--- config.mk ---
export PLATFORM = sky130hd
export DESIGN_NAME = sram_axi_bridge_flat
export DESIGN_NICKNAME = d
export VERILOG_FILES = /design/src/rtl/sram_axi_bridge_if.sv /design/src/rtl/sram_axi_bridge.sv /design/src/flat_wrapper.sv
export SDC_FILE = /design/constraint.sdc
export NUM_CORES = 1
export LEC_CHECK = 0
export BUFFER_PORTS_ARGS = -buffer_cell sky130_fd_sc_hd__buf_2
export CELL_PAD_IN_SITES_DETAIL_PLACEMENT = 0
export CELL_PAD_IN_SITES_GLOBAL_PLACEMENT = 2
export CORE_AREA = 2 2 159 192
export CTS_CLUSTER_DIAMETER = 150
export DETAILED_ROUTE_END_ITERATION = 6
export DIE_AREA = 0 0 161 194
export PLACE_DENSITY_LB_ADDON = 0.1
export SLEW_MARGIN = 30
export SYNTH_ARGS = -nofsm -noshare
export SYNTH_HDL_FRONTEND = slang
export SYNTH_SLANG_ARGS = --single-unit
export TNS_END_PERCENT = 10
--- constraint.sdc ---
create_clock -name clk -period 2.15 [get_ports clk]
set_input_delay 0.1075 -clock clk [delete_from_list [all_inputs] [get_ports clk]]
set_output_delay 0.1075 -clock clk [all_outputs]
set_load 0.03 [all_outputs]
--- src/rtl/sram_axi_bridge_if.sv ---
// Bus bundles for the SRAM-like core ports and the single-beat AXI3 master port.
// The core drives sram_if.master; the bridge presents sram_if.slave and axi_if.master.

interface sram_if;
  logic        req;
  logic        wr;
  logic [1:0]  size;
  logic [3:0]  wstrb;
  logic [31:0] addr;
  logic [31:0] wdata;
  logic        addr_ok;
  logic        data_ok;
  logic [31:0] rdata;

  modport master (output req, wr, size, wstrb, addr, wdata,
                  input  addr_ok, data_ok, rdata);
  modport slave  (input  req, wr, size, wstrb, addr, wdata,
                  output addr_ok, data_ok, rdata);
endinterface

interface axi_if;
  logic [3:0]  arid;
  logic [31:0] araddr;
  logic [7:0]  arlen;
  logic [2:0]  arsize;
  logic [1:0]  arburst;
  logic [1:0]  arlock;
  logic [3:0]  arcache;
  logic [2:0]  arprot;
  logic        arvalid;
  logic        arready;
  logic [3:0]  rid;
  logic [31:0] rdata;
  logic [1:0]  rresp;
  logic        rlast;
  logic        rvalid;
  logic        rready;
  logic [3:0]  awid;
  logic [31:0] awaddr;
  logic [7:0]  awlen;
  logic [2:0]  awsize;
  logic [1:0]  awburst;
  logic [1:0]  awlock;
  logic [3:0]  awcache;
  logic [2:0]  awprot;
  logic        awvalid;
  logic        awready;
  logic [3:0]  wid;
  logic [31:0] wdata;
  logic [3:0]  wstrb;
  logic        wlast;
  logic        wvalid;
  logic        wready;
  logic [3:0]  bid;
  logic [1:0]  bresp;
  logic        bvalid;
  logic        bready;

  modport master (output arid, araddr, arlen, arsize, arburst, arlock, arcache, arprot, arvalid,
                  input  arready,
                  input  rid, rdata, rresp, rlast, rvalid,
                  output rready,
                  output awid, awaddr, awlen, awsize, awburst, awlock, awcache, awprot, awvalid,
                  input  awready,
                  output wid, wdata, wstrb, wlast, wvalid,
                  input  wready,
                  input  bid, bresp, bvalid,
                  output bready);
  modport slave  (input  arid, araddr, arlen, arsize, arburst, arlock, arcache, arprot, arvalid,
                  output arready,
                  output rid, rdata, rresp, rlast, rvalid,
                  input  rready,
                  input  awid, awaddr, awlen, awsize, awburst, awlock, awcache, awprot, awvalid,
                  output awready,
                  output wid, wdata, wstrb, wlast, wvalid,
                  output wready,
                  output bid, bresp, bvalid,
                  input  bready);
endinterface

--- src/rtl/sram_axi_bridge.sv ---
// Merges the core's inst/data SRAM-like ports onto one AXI3 master with single-beat bursts.
// One read FSM (inst/data arbitrated, data first) and one write FSM (data port only).
//
// Handshakes: every AXI channel is valid/ready; a beat transfers on the rising edge where
// both are high, and valid plus its payload stay unchanged until that edge. On the SRAM side
// addr_ok marks acceptance of req in the same cycle; data_ok is a one-cycle response pulse.

module sram_axi_bridge (
  input  logic        clk,
  input  logic        reset,
  sram_if.slave       inst_sram,
  sram_if.slave       data_sram,
  axi_if.master       axi,
  output logic [1:0]  dbg_r_state,
  output logic [1:0]  dbg_w_state
);

  typedef enum logic [1:0] {R_IDLE = 2'd0, R_AR = 2'd1, R_R = 2'd2} r_state_t;
  typedef enum logic [1:0] {W_IDLE = 2'd0, W_AW = 2'd1, W_B = 2'd2} w_state_t;

  r_state_t    r_state;
  w_state_t    w_state;
  logic [3:0]  ar_id;
  logic [31:0] ar_addr;
  logic [2:0]  ar_size;
  logic        arvalid_q;
  logic        rready_q;
  logic [31:0] aw_addr;
  logic [2:0]  aw_size;
  logic [31:0] w_data;
  logic [3:0]  w_strb;
  logic        awvalid_q;
  logic        wvalid_q;
  logic        bready_q;

  logic r_idle, w_idle;
  logic data_rd_req, data_wr_req;
  logic rd_grant_data, rd_grant_inst, wr_grant;
  logic r_fire, b_fire, aw_left, w_left;

  assign r_idle      = (r_state == R_IDLE);
  assign w_idle      = (w_state == W_IDLE);
  assign data_rd_req = data_sram.req & ~data_sram.wr;
  assign data_wr_req = data_sram.req &  data_sram.wr;

  // A data read waits for the write side to drain; the inst port may slip in meanwhile.
  assign rd_grant_data = r_idle & w_idle & data_rd_req;
  assign rd_grant_inst = r_idle & inst_sram.req & ~rd_grant_data;
  assign wr_grant      = w_idle & data_wr_req & (r_idle | (ar_id == 4'd0));

  assign r_fire  = (r_state == R_R) & axi.rvalid;
  assign b_fire  = (w_state == W_B) & axi.bvalid;
  assign aw_left = awvalid_q & ~axi.awready;
  assign w_left  = wvalid_q  & ~axi.wready;

  always_ff @(posedge clk) begin
    if (reset) begin
      r_state   <= R_IDLE;
      ar_id     <= 4'd0;
      ar_addr   <= 32'd0;
      ar_size   <= 3'd0;
      arvalid_q <= 1'b0;
      rready_q  <= 1'b0;
    end else begin
      case (r_state)
        R_IDLE: if (rd_grant_data || rd_grant_inst) begin
          ar_id     <= rd_grant_data ? 4'd1 : 4'd0;
          ar_addr   <= rd_grant_data ? data_sram.addr : inst_sram.addr;
          ar_size   <= {1'b0, (rd_grant_data ? data_sram.size : inst_sram.size)};
          arvalid_q <= 1'b1;
          r_state   <= R_AR;
        end
        R_AR: if (axi.arready) begin
          arvalid_q <= 1'b0;
          rready_q  <= 1'b1;
          r_state   <= R_R;
        end
        R_R: if (axi.rvalid) begin
          rready_q <= 1'b0;
          r_state  <= R_IDLE;
        end
        default: r_state <= R_IDLE;
      endcase
    end
  end

  always_ff @(posedge clk) begin
    if (reset) begin
      w_state   <= W_IDLE;
      aw_addr   <= 32'd0;
      aw_size   <= 3'd0;
      w_data    <= 32'd0;
      w_strb    <= 4'd0;
      awvalid_q <= 1'b0;
      wvalid_q  <= 1'b0;
      bready_q  <= 1'b0;
    end else begin
      case (w_state)
        W_IDLE: if (wr_grant) begin
          aw_addr   <= data_sram.addr;
          aw_size   <= {1'b0, data_sram.size};
          w_data    <= data_sram.wdata;
          w_strb    <= data_sram.wstrb;
          awvalid_q <= 1'b1;
          wvalid_q  <= 1'b1;
          w_state   <= W_AW;
        end
        W_AW: begin
          // AW and W complete independently; move on once neither is still pending.
          awvalid_q <= aw_left;
          wvalid_q  <= w_left;
          if (!aw_left && !w_left) begin
            bready_q <= 1'b1;
            w_state  <= W_B;
          end
        end
        W_B: if (axi.bvalid) begin
          bready_q <= 1'b0;
          w_state  <= W_IDLE;
        end
        default: w_state <= W_IDLE;
      endcase
    end
  end

  assign axi.arid    = ar_id;
  assign axi.araddr  = ar_addr;
  assign axi.arlen   = 8'd0;
  assign axi.arsize  = ar_size;
  assign axi.arburst = 2'b01;
  assign axi.arlock  = 2'b00;
  assign axi.arcache = 4'd0;
  assign axi.arprot  = 3'd0;
  assign axi.arvalid = arvalid_q;
  assign axi.rready  = rready_q;
  assign axi.awid    = 4'd1;
  assign axi.awaddr  = aw_addr;
  assign axi.awlen   = 8'd0;
  assign axi.awsize  = aw_size;
  assign axi.awburst = 2'b01;
  assign axi.awlock  = 2'b00;
  assign axi.awcache = 4'd0;
  assign axi.awprot  = 3'd0;
  assign axi.awvalid = awvalid_q;
  assign axi.wid     = 4'd1;
  assign axi.wdata   = w_data;
  assign axi.wstrb   = w_strb;
  assign axi.wlast   = 1'b1;
  assign axi.wvalid  = wvalid_q;
  assign axi.bready  = bready_q;

  assign inst_sram.addr_ok = rd_grant_inst;
  assign data_sram.addr_ok = rd_grant_data | wr_grant;
  assign inst_sram.data_ok = r_fire & (axi.rid == 4'd0);
  assign data_sram.data_ok = (r_fire & (axi.rid == 4'd1)) | b_fire;
  assign inst_sram.rdata   = axi.rdata;
  assign data_sram.rdata   = axi.rdata;

  assign dbg_r_state = r_state;
  assign dbg_w_state = w_state;

  logic unused_inputs;
  assign unused_inputs = ^{inst_sram.wr, inst_sram.wstrb, inst_sram.wdata,
                           axi.rresp, axi.rlast, axi.bid, axi.bresp};

endmodule

--- src/flat_wrapper.sv ---
// flat-port wrapper written by rule: the top's interface ports become plain ports
module sram_axi_bridge_flat 
  (clk, reset, dbg_r_state, dbg_w_state, inst_sram_req, inst_sram_wr, inst_sram_size, inst_sram_wstrb, inst_sram_addr, inst_sram_wdata, inst_sram_addr_ok, inst_sram_data_ok, inst_sram_rdata, data_sram_req, data_sram_wr, data_sram_size, data_sram_wstrb, data_sram_addr, data_sram_wdata, data_sram_addr_ok, data_sram_data_ok, data_sram_rdata, axi_arid, axi_araddr, axi_arlen, axi_arsize, axi_arburst, axi_arlock, axi_arcache, axi_arprot, axi_arvalid, axi_arready, axi_rid, axi_rdata, axi_rresp, axi_rlast, axi_rvalid, axi_rready, axi_awid, axi_awaddr, axi_awlen, axi_awsize, axi_awburst, axi_awlock, axi_awcache, axi_awprot, axi_awvalid, axi_awready, axi_wid, axi_wdata, axi_wstrb, axi_wlast, axi_wvalid, axi_wready, axi_bid, axi_bresp, axi_bvalid, axi_bready);
  sram_if inst_sram_i ();
  sram_if data_sram_i ();
  axi_if axi_i ();
  input  logic clk;
  input  logic reset;
  output logic [1:0] dbg_r_state;
  output logic [1:0] dbg_w_state;
  input wire logic [$bits(inst_sram_i.req)-1:0] inst_sram_req;
  input wire logic [$bits(inst_sram_i.wr)-1:0] inst_sram_wr;
  input wire logic [$bits(inst_sram_i.size)-1:0] inst_sram_size;
  input wire logic [$bits(inst_sram_i.wstrb)-1:0] inst_sram_wstrb;
  input wire logic [$bits(inst_sram_i.addr)-1:0] inst_sram_addr;
  input wire logic [$bits(inst_sram_i.wdata)-1:0] inst_sram_wdata;
  output wire logic [$bits(inst_sram_i.addr_ok)-1:0] inst_sram_addr_ok;
  output wire logic [$bits(inst_sram_i.data_ok)-1:0] inst_sram_data_ok;
  output wire logic [$bits(inst_sram_i.rdata)-1:0] inst_sram_rdata;
  input wire logic [$bits(data_sram_i.req)-1:0] data_sram_req;
  input wire logic [$bits(data_sram_i.wr)-1:0] data_sram_wr;
  input wire logic [$bits(data_sram_i.size)-1:0] data_sram_size;
  input wire logic [$bits(data_sram_i.wstrb)-1:0] data_sram_wstrb;
  input wire logic [$bits(data_sram_i.addr)-1:0] data_sram_addr;
  input wire logic [$bits(data_sram_i.wdata)-1:0] data_sram_wdata;
  output wire logic [$bits(data_sram_i.addr_ok)-1:0] data_sram_addr_ok;
  output wire logic [$bits(data_sram_i.data_ok)-1:0] data_sram_data_ok;
  output wire logic [$bits(data_sram_i.rdata)-1:0] data_sram_rdata;
  output wire logic [$bits(axi_i.arid)-1:0] axi_arid;
  output wire logic [$bits(axi_i.araddr)-1:0] axi_araddr;
  output wire logic [$bits(axi_i.arlen)-1:0] axi_arlen;
  output wire logic [$bits(axi_i.arsize)-1:0] axi_arsize;
  output wire logic [$bits(axi_i.arburst)-1:0] axi_arburst;
  output wire logic [$bits(axi_i.arlock)-1:0] axi_arlock;
  output wire logic [$bits(axi_i.arcache)-1:0] axi_arcache;
  output wire logic [$bits(axi_i.arprot)-1:0] axi_arprot;
  output wire logic [$bits(axi_i.arvalid)-1:0] axi_arvalid;
  input wire logic [$bits(axi_i.arready)-1:0] axi_arready;
  input wire logic [$bits(axi_i.rid)-1:0] axi_rid;
  input wire logic [$bits(axi_i.rdata)-1:0] axi_rdata;
  input wire logic [$bits(axi_i.rresp)-1:0] axi_rresp;
  input wire logic [$bits(axi_i.rlast)-1:0] axi_rlast;
  input wire logic [$bits(axi_i.rvalid)-1:0] axi_rvalid;
  output wire logic [$bits(axi_i.rready)-1:0] axi_rready;
  output wire logic [$bits(axi_i.awid)-1:0] axi_awid;
  output wire logic [$bits(axi_i.awaddr)-1:0] axi_awaddr;
  output wire logic [$bits(axi_i.awlen)-1:0] axi_awlen;
  output wire logic [$bits(axi_i.awsize)-1:0] axi_awsize;
  output wire logic [$bits(axi_i.awburst)-1:0] axi_awburst;
  output wire logic [$bits(axi_i.awlock)-1:0] axi_awlock;
  output wire logic [$bits(axi_i.awcache)-1:0] axi_awcache;
  output wire logic [$bits(axi_i.awprot)-1:0] axi_awprot;
  output wire logic [$bits(axi_i.awvalid)-1:0] axi_awvalid;
  input wire logic [$bits(axi_i.awready)-1:0] axi_awready;
  output wire logic [$bits(axi_i.wid)-1:0] axi_wid;
  output wire logic [$bits(axi_i.wdata)-1:0] axi_wdata;
  output wire logic [$bits(axi_i.wstrb)-1:0] axi_wstrb;
  output wire logic [$bits(axi_i.wlast)-1:0] axi_wlast;
  output wire logic [$bits(axi_i.wvalid)-1:0] axi_wvalid;
  input wire logic [$bits(axi_i.wready)-1:0] axi_wready;
  input wire logic [$bits(axi_i.bid)-1:0] axi_bid;
  input wire logic [$bits(axi_i.bresp)-1:0] axi_bresp;
  input wire logic [$bits(axi_i.bvalid)-1:0] axi_bvalid;
  output wire logic [$bits(axi_i.bready)-1:0] axi_bready;
  assign inst_sram_i.req = inst_sram_req;
  assign inst_sram_i.wr = inst_sram_wr;
  assign inst_sram_i.size = inst_sram_size;
  assign inst_sram_i.wstrb = inst_sram_wstrb;
  assign inst_sram_i.addr = inst_sram_addr;
  assign inst_sram_i.wdata = inst_sram_wdata;
  assign inst_sram_addr_ok = inst_sram_i.addr_ok;
  assign inst_sram_data_ok = inst_sram_i.data_ok;
  assign inst_sram_rdata = inst_sram_i.rdata;
  assign data_sram_i.req = data_sram_req;
  assign data_sram_i.wr = data_sram_wr;
  assign data_sram_i.size = data_sram_size;
  assign data_sram_i.wstrb = data_sram_wstrb;
  assign data_sram_i.addr = data_sram_addr;
  assign data_sram_i.wdata = data_sram_wdata;
  assign data_sram_addr_ok = data_sram_i.addr_ok;
  assign data_sram_data_ok = data_sram_i.data_ok;
  assign data_sram_rdata = data_sram_i.rdata;
  assign axi_arid = axi_i.arid;
  assign axi_araddr = axi_i.araddr;
  assign axi_arlen = axi_i.arlen;
  assign axi_arsize = axi_i.arsize;
  assign axi_arburst = axi_i.arburst;
  assign axi_arlock = axi_i.arlock;
  assign axi_arcache = axi_i.arcache;
  assign axi_arprot = axi_i.arprot;
  assign axi_arvalid = axi_i.arvalid;
  assign axi_i.arready = axi_arready;
  assign axi_i.rid = axi_rid;
  assign axi_i.rdata = axi_rdata;
  assign axi_i.rresp = axi_rresp;
  assign axi_i.rlast = axi_rlast;
  assign axi_i.rvalid = axi_rvalid;
  assign axi_rready = axi_i.rready;
  assign axi_awid = axi_i.awid;
  assign axi_awaddr = axi_i.awaddr;
  assign axi_awlen = axi_i.awlen;
  assign axi_awsize = axi_i.awsize;
  assign axi_awburst = axi_i.awburst;
  assign axi_awlock = axi_i.awlock;
  assign axi_awcache = axi_i.awcache;
  assign axi_awprot = axi_i.awprot;
  assign axi_awvalid = axi_i.awvalid;
  assign axi_i.awready = axi_awready;
  assign axi_wid = axi_i.wid;
  assign axi_wdata = axi_i.wdata;
  assign axi_wstrb = axi_i.wstrb;
  assign axi_wlast = axi_i.wlast;
  assign axi_wvalid = axi_i.wvalid;
  assign axi_i.wready = axi_wready;
  assign axi_i.bid = axi_bid;
  assign axi_i.bresp = axi_bresp;
  assign axi_i.bvalid = axi_bvalid;
  assign axi_bready = axi_i.bready;
  sram_axi_bridge u_core (.clk(clk), .reset(reset), .inst_sram(inst_sram_i), .data_sram(data_sram_i), .axi(axi_i), .dbg_r_state(dbg_r_state), .dbg_w_state(dbg_w_state));
endmodule
==> impl_metrics.ini, run 1 <==
[status]
status = finished, final reports clean

[floorplan]
fp.dieW_microns = 161
die_area_sq_mm = 0.0312
core-area_sq_mm = 0.0294
die_y_microns = 194
ios = 430
fp-row-count = 69
initial_core_util = 0.206

[yosys]
yosys_warnings = 0
ys_types = 32
syn_inst = 760
ys_seq_area_frac = 0.377
synth_area_sq_mm = 0.00606
syn_area_per_cell_sq_um = 7.97
ys_ff_latch = 114

[placed_design]
dp.cells = 1275
hpwlAfterDp_microns = 14700
routabilityCongestion = 0.683
placed_area_sq_mm = 0.00701
portBuffers = 235

[timing]
layout_worst_path_cycle_share = 0.978
finClkSkew_ns = 0.00714
post-route-min-period_ns = 2.10
maxSlewViolCount = 0
tightest_slew_ns = 0.780
relSlewSlack = 0.480
timing.fmax_mhz = 475
setup_viol = 0
rsz0062_at_grt = yes
hold_viol = 0

[power_and_ir_drop]
power_density_mw_per_mm2 = 762
p_int_mw = 4.53
max-vdd-ir-drop_v = 0.000405
p_switching_mw = 2.08
p_clk_frac = 0.418
seqPwrFrac = 0.354
p_sw_frac = 0.315
leakage_nw = 3.78
p_comb_frac = 0.228

[cts]
root_buffer = clkbuf_16
htreeDepth = 4
clock_sinks = 114
clk_latency_ns = 0.42
cts-buffers-inserted = 17
cts_tree = built
postCtsSetupBuffers = 0
clock_path_buffers = 2
clk_pin_slew_ns = 0.06

[detailed_routing]
via_per_inst = 4.07
first_pass_iters = 4
wl_per_cell_microns = 16.1
drcViolationCount = 0
vias = 5767
drt_iter0_drc = 248
antenna_left = 0
wl_microns = 22800

[finish]
fillers = 3286
antenna_cells = 0
final_layout_size_suffix_gt1_frac = 0.290
fin_cells = 1416
regArea_sq_mm = 0.00228
design_area_sq_mm = 0.00867
multi_input_area_sq_mm = 0.00285
nets = 1210
area_delta_synth_final_pct = 43.2

[setup_path]
start_kind = register
end_kind = primary output
worstSetupPathType = reg -> out
worstPathMaxFanout = 18
critPathArrivalTime_ns = 2.00
crit_required_ns = 2.04

[global_route]
track_usage = 0.144
grt-ovfl-total = 0
grt_max_degree = 71
grt_pass1_vias = 6005
antenna_found_initial = 0
grt_pass1_wl_microns = 34900

[hold_path]
hold_path_class = in -> reg

[job]
maxCapViolCount = 0
## layer usage
layer / vias to the layer above / track usage / part of all wire
met5: - / 0 / 0
met4: 0 / 0.0443 / 0.014
met3: 28 / 0.0376 / 0.054
met2: 210 / 0.241 / 0.48
met1: 2626 / 0.181 / 0.45
li1: 2903 / - / -
## synth_stat cells, drive strengths merged
cell     instances  area share
o21ai          143        0.12
buf            124        0.15
dfxtp          114        0.38
nand2           74       0.046
nand2b          73       0.075
nor2b           72       0.074
clkbuf          56       0.035
nor3            35       0.029
a311oi          34       0.054
a21oi            7      0.0058
inv              3      0.0019
nand3b           3      0.0037
or3b             3      0.0043
a31oi            2      0.0021
conb             2      0.0012
nor2             2      0.0012
or3              2      0.0021
a211oi           1      0.0012
a2bb2oi          1      0.0014
and2             1      0.0010
nand4            1      0.0010
nand4bb          1      0.0019
nor3b            1      0.0021
o21a             1      0.0012
o32ai            1      0.0014
or2              1      0.0014
or4              1      0.0012
or4b             1      0.0017
## per-stage QoR
step	hold WS, ns	setup WS [ns]	TNS (ns)	total power, mW	utilization
finish	0.0299	0.0466	0	6.61	0.295
CTS	0.00881	0.00349	0	6.77	0.295
detailed placement	0.215	0.428	0	3.76	0.239
floorplan	0.260	0.0857	0	3.54	-
global placement	0.215	0.438	0	3.76	0.239
global route	0.0419	-0.0311	-0.0311	6.97	0.295
## worst max-delay path, stage by stage, from the launching register on
cell     delay [ns]
dfxtp_1        0.31
or3b_2         0.48
or2_4          0.39
and2_1         0.20
buf_2          0.18
## cell families (layout without fill, tap and decap cells)
logic type	count (synthesis)	after routing	synth area share
flops	114	114	0.377
buf+inv	183	399	0.190
simple gates	271	271	0.246
other cells	2	52	0.00124
compound gates	190	190	0.186
## power groups by stage
stage	clock network (mW)	logic [mW]	registers (mW)
2_1_floorplan	0	0.849	2.69
5_1_grt	2.98	1.63	2.36
3_3_place_gp	0	1.37	2.39
6_report	2.77	1.51	2.34
3_5_place_dp	0	1.37	2.39
4_1_cts	2.89	1.53	2.34
## placed cells by master, fill, tap and decap left out, drive strengths merged, types with 2 or more instances in the layout
cell type,synthesis,layout
nor2b,72,72
dfxtp,114,114
buf,124,255
nand3b,3,3
clkinv,0,4
dlygate4sd3,0,110
nor2,2,2
a311oi,34,34
conb,2,52
or3,2,2
o21ai,143,143
clkbuf,56,26
nand2b,73,73
or3b,3,3
a31oi,2,2
a21oi,7,7
inv,3,3
nand2,74,74
nor3,35,35
## worst paths after layout
| check | from | endpoint | slack [ns] | cells after the start |
|---|---|---|---|---|
| setup reg to reg | u_core.dbg_w_state[1] | u_core.axi.araddr[6] | 0.42 | 4 |
| setup / recovery | u_core.dbg_w_state[1] | inst_sram_addr_ok | 0.05 | 4 |
| hold reg to reg | u_core.axi.awvalid | u_core.axi.awvalid | 0.47 | 2 |
| hold / removal | data_sram_wr | u_core.dbg_w_state[0] | 0.03 | 3 |
## registers in the layout (all words and copies together), names as in the netlist, 2 cells and up
name,count
u_core.axi.araddr,32
u_core.dbg_w_state,2
u_core.axi.awaddr,32
u_core.dbg_r_state,2
u_core.axi.awsize,2
u_core.axi.arsize,2
u_core.axi.wstrb,4
u_core.axi.wdata,32
## final cells by class
class,count,area share
multi-input cells,513,0.329
flip-flops and latches,114,0.263
clock inverters,5,0.00577
clock buffers,26,0.0587
repair buffers,365,0.286
well taps,390,0.0563
inverters,3,0.00130
## timing repair
action,in CTS,in global routing
gates resized for setup,0,3
setup endpoints to repair,0,2
hold endpoints to repair,109,0
hold buffers,110,0
Note: power is estimated with default switching activity, not from simulation.
==> run 2, diff against run 1 <==
--- a/config.mk
+++ b/config.mk
@@ -5,15 +5,16 @@
 export SDC_FILE = /design/constraint.sdc
 export NUM_CORES = 1
 export LEC_CHECK = 0
+export ABC_AREA = 1
 export BUFFER_PORTS_ARGS = -buffer_cell sky130_fd_sc_hd__buf_2
 export CELL_PAD_IN_SITES_DETAIL_PLACEMENT = 0
 export CELL_PAD_IN_SITES_GLOBAL_PLACEMENT = 2
-export CORE_AREA = 2 2 159 192
+export CORE_AREA = 2 2 163 197
 export CTS_CLUSTER_DIAMETER = 150
 export DETAILED_ROUTE_END_ITERATION = 6
-export DIE_AREA = 0 0 161 194
+export DIE_AREA = 0 0 165 199
 export PLACE_DENSITY_LB_ADDON = 0.1
-export SLEW_MARGIN = 30
+export SLEW_MARGIN = 25
 export SYNTH_ARGS = -nofsm -noshare
 export SYNTH_HDL_FRONTEND = slang
 export SYNTH_SLANG_ARGS = --single-unit
==> impl_metrics.ini, run 2 <==
[power_and_ir_drop]
power_density_mw_per_mm2 = 902
max-vdd-ir-drop_v = 0.000332
leakage_nw = 4.50

[detailed_routing]
vias = 5943
first_pass_iters = 4
met1_length_microns = 9820
wl_per_cell_microns = 15.4
top_layer_used = met4
antenna_left = 0
wl_microns = 23200
via_per_inst = 3.93
drt_iter0_drc = 208
wl_met3_microns = 1780
wl_met2_microns = 11200
drcViolationCount = 0

[timing]
layout_worst_path_cycle_share = 0.900
maxSlewViolCount = 0
timing.fmax_mhz = 517
finClkSkew_ns = 0.00935
rsz0062_at_grt = no
hold_viol = 0
post-route-min-period_ns = 1.94
setup_viol = 0
fin_tns_setup_ns = 0

[yosys]
yosysMostFrequentCell = nand3_1
synth_top_cell_area_share = 0.373
synthTopCellsByCount = 174 x nand3_1, 148 x nor2_1, 124 x buf_4
syn_area_per_cell_sq_um = 6.75
yosys_warnings = 0
synth_edf_count = 0
async_reset_ff_frac = 0
syn_inst = 906
netlist_top_cells_area = dfxtp_1 37%, buf_4 15%, nand3_1 14%
ys_types = 25
ys_seq_area_frac = 0.373
yosys_most_used_dff = dfxtp_1
ys_ff_latch = 114
synth_area_leader_cell = dfxtp_1
synth_area_sq_mm = 0.00611

[setup_path]
critPathArrivalTime_ns = 1.83
worstSetupPathType = reg -> out
crit_required_ns = 2.04
start_kind = register
path_cells = nor2_4, nand2_2, buf_4, a31oi_1, buf_2
critPathSlowestCell = dfxtp_1
crit_path_max_incr_delay_ns = 0.37
end_kind = primary output
worstPathMaxFanout = 9

[floorplan]
core-area_sq_mm = 0.0310
initial_core_util = 0.197
die_area_sq_mm = 0.0328
fp.dieW_microns = 165
ios = 430
die_y_microns = 199
fp-row-count = 71

[cts]
clk_pin_slew_ns = 0.06
clock_path_buffers = 2
root_buffer = clkbuf_16
clock_sinks = 114
cts-buffers-inserted = 17
htreeDepth = 4
clk_latency_ns = 0.42
cts_tree = built
cts_resized = 0

[hold_path]
hold_path_class = in -> reg

[finish]
area_delta_synth_final_pct = 33.1
most-common-layout-cells = 235 x buf_2, 174 x nand3_1, 148 x nor2_1
nets = 1292
fillers = 3553
final_layout_size_suffix_gt1_frac = 0.271
design_area_sq_mm = 0.00813
layout_commonest_cell = buf_2

[global_route]
grt_pass1_vias = 5939
grt_max_degree = 73
grt_pass1_wl_microns = 34500
grt-ovfl-total = 0
antenna_found_initial = 1
track_usage = 0.140

[status]
status = finished, final reports clean

[job]
maxCapViolCount = 0

[placed_design]
hpwlAfterDp_microns = 15800
placed_area_sq_mm = 0.00708
portBuffers = 235
routabilityCongestion = 0.701
## run 2: repair_timing
action,CTS,global route
setup endpoints to repair,0,1
buffers inserted,0,4
hold buffers,34,0
endpoints found under the hold margin,35,0
## run 2: report_power, final
| group | switching [mW] | leakage (nW) | internal, mW | total [mW] |
|---|---|---|---|---|
| Sequential | 0.0885 | 0.938 | 2.29 | 2.38 |
| Combinational | 1.12 | 3.23 | 0.496 | 1.62 |
| Clock | 1.07 | 0.324 | 2.27 | 3.34 |
| Total | 2.29 | 4.50 | 5.05 | 7.34 |
## run 2: path summary, 6_finish.rpt
kind                          from               endpoint  slack (ns)  cells past startpoint
max          u_core.dbg_r_state[0]      inst_sram_addr_ok        0.21                      5
min             data_sram_wdata[7]    u_core.axi.wdata[7]        0.02                      5
max reg2reg  u_core.dbg_r_state[0]  u_core.axi.araddr[31]        0.57                      8
min reg2reg    u_core.axi.wdata[2]    u_core.axi.wdata[2]        0.46                      2
## run 2: area by class of cell
cell class,count,area [sq um],share of cell area
Multi-Input combinational cell,550,2460,0.303
Sequential cell,114,2280,0.281
Timing Repair Buffer,295,1760,0.217
Tap cell,401,502,0.0617
Clock buffer,23,478,0.0588
Inverter,118,445,0.0548
Clock inverter,9,200,0.0246
Antenna cell,1,2.50,0.000308
## run 2: per-stage QoR
step           hold WS, ns  worst slack, ns  std cells  total power, mW   util
2_1_floorplan        0.289            0.265        956             3.75      -
4_1_cts           0.000424           0.0699       1506             7.51  0.261
3_3_place_gp         0.215            0.460       1440             4.02  0.228
5_1_grt             0.0297           0.0412       1510             7.74  0.262
6_report            0.0225            0.214       1511             7.34  0.262
3_5_place_dp         0.215            0.458       1440             4.02  0.228
## run 2: logic make-up (layout without fill, tap and decap cells)
logic type / count (synthesis) / in the layout / share of synthesized area
other: 2 / 53 / 0.00123
AO/OA/AOI/OAI: 13 / 13 / 0.0127
AND/OR/NAND/NOR: 485 / 485 / 0.354
flip-flops: 114 / 114 / 0.373
buffers and inverters: 292 / 445 / 0.259
## run 2: routing by layer
layer	GRT usage	vias up
li1	-	3051
met1	0.165	2669
met2	0.238	182
met3	0.0469	41
met4	0.0477	0
met5	0	-
## run 2: critical path: cells and delay by family (launching register included)
| family | cells | cell delay, ns |
|---|---|---|
| AND/OR/NAND/NOR | 2 | 0.45 |
| flip-flops | 1 | 0.37 |
| buffers and inverters | 2 | 0.44 |
| AO/OA/AOI/OAI | 1 | 0.14 |
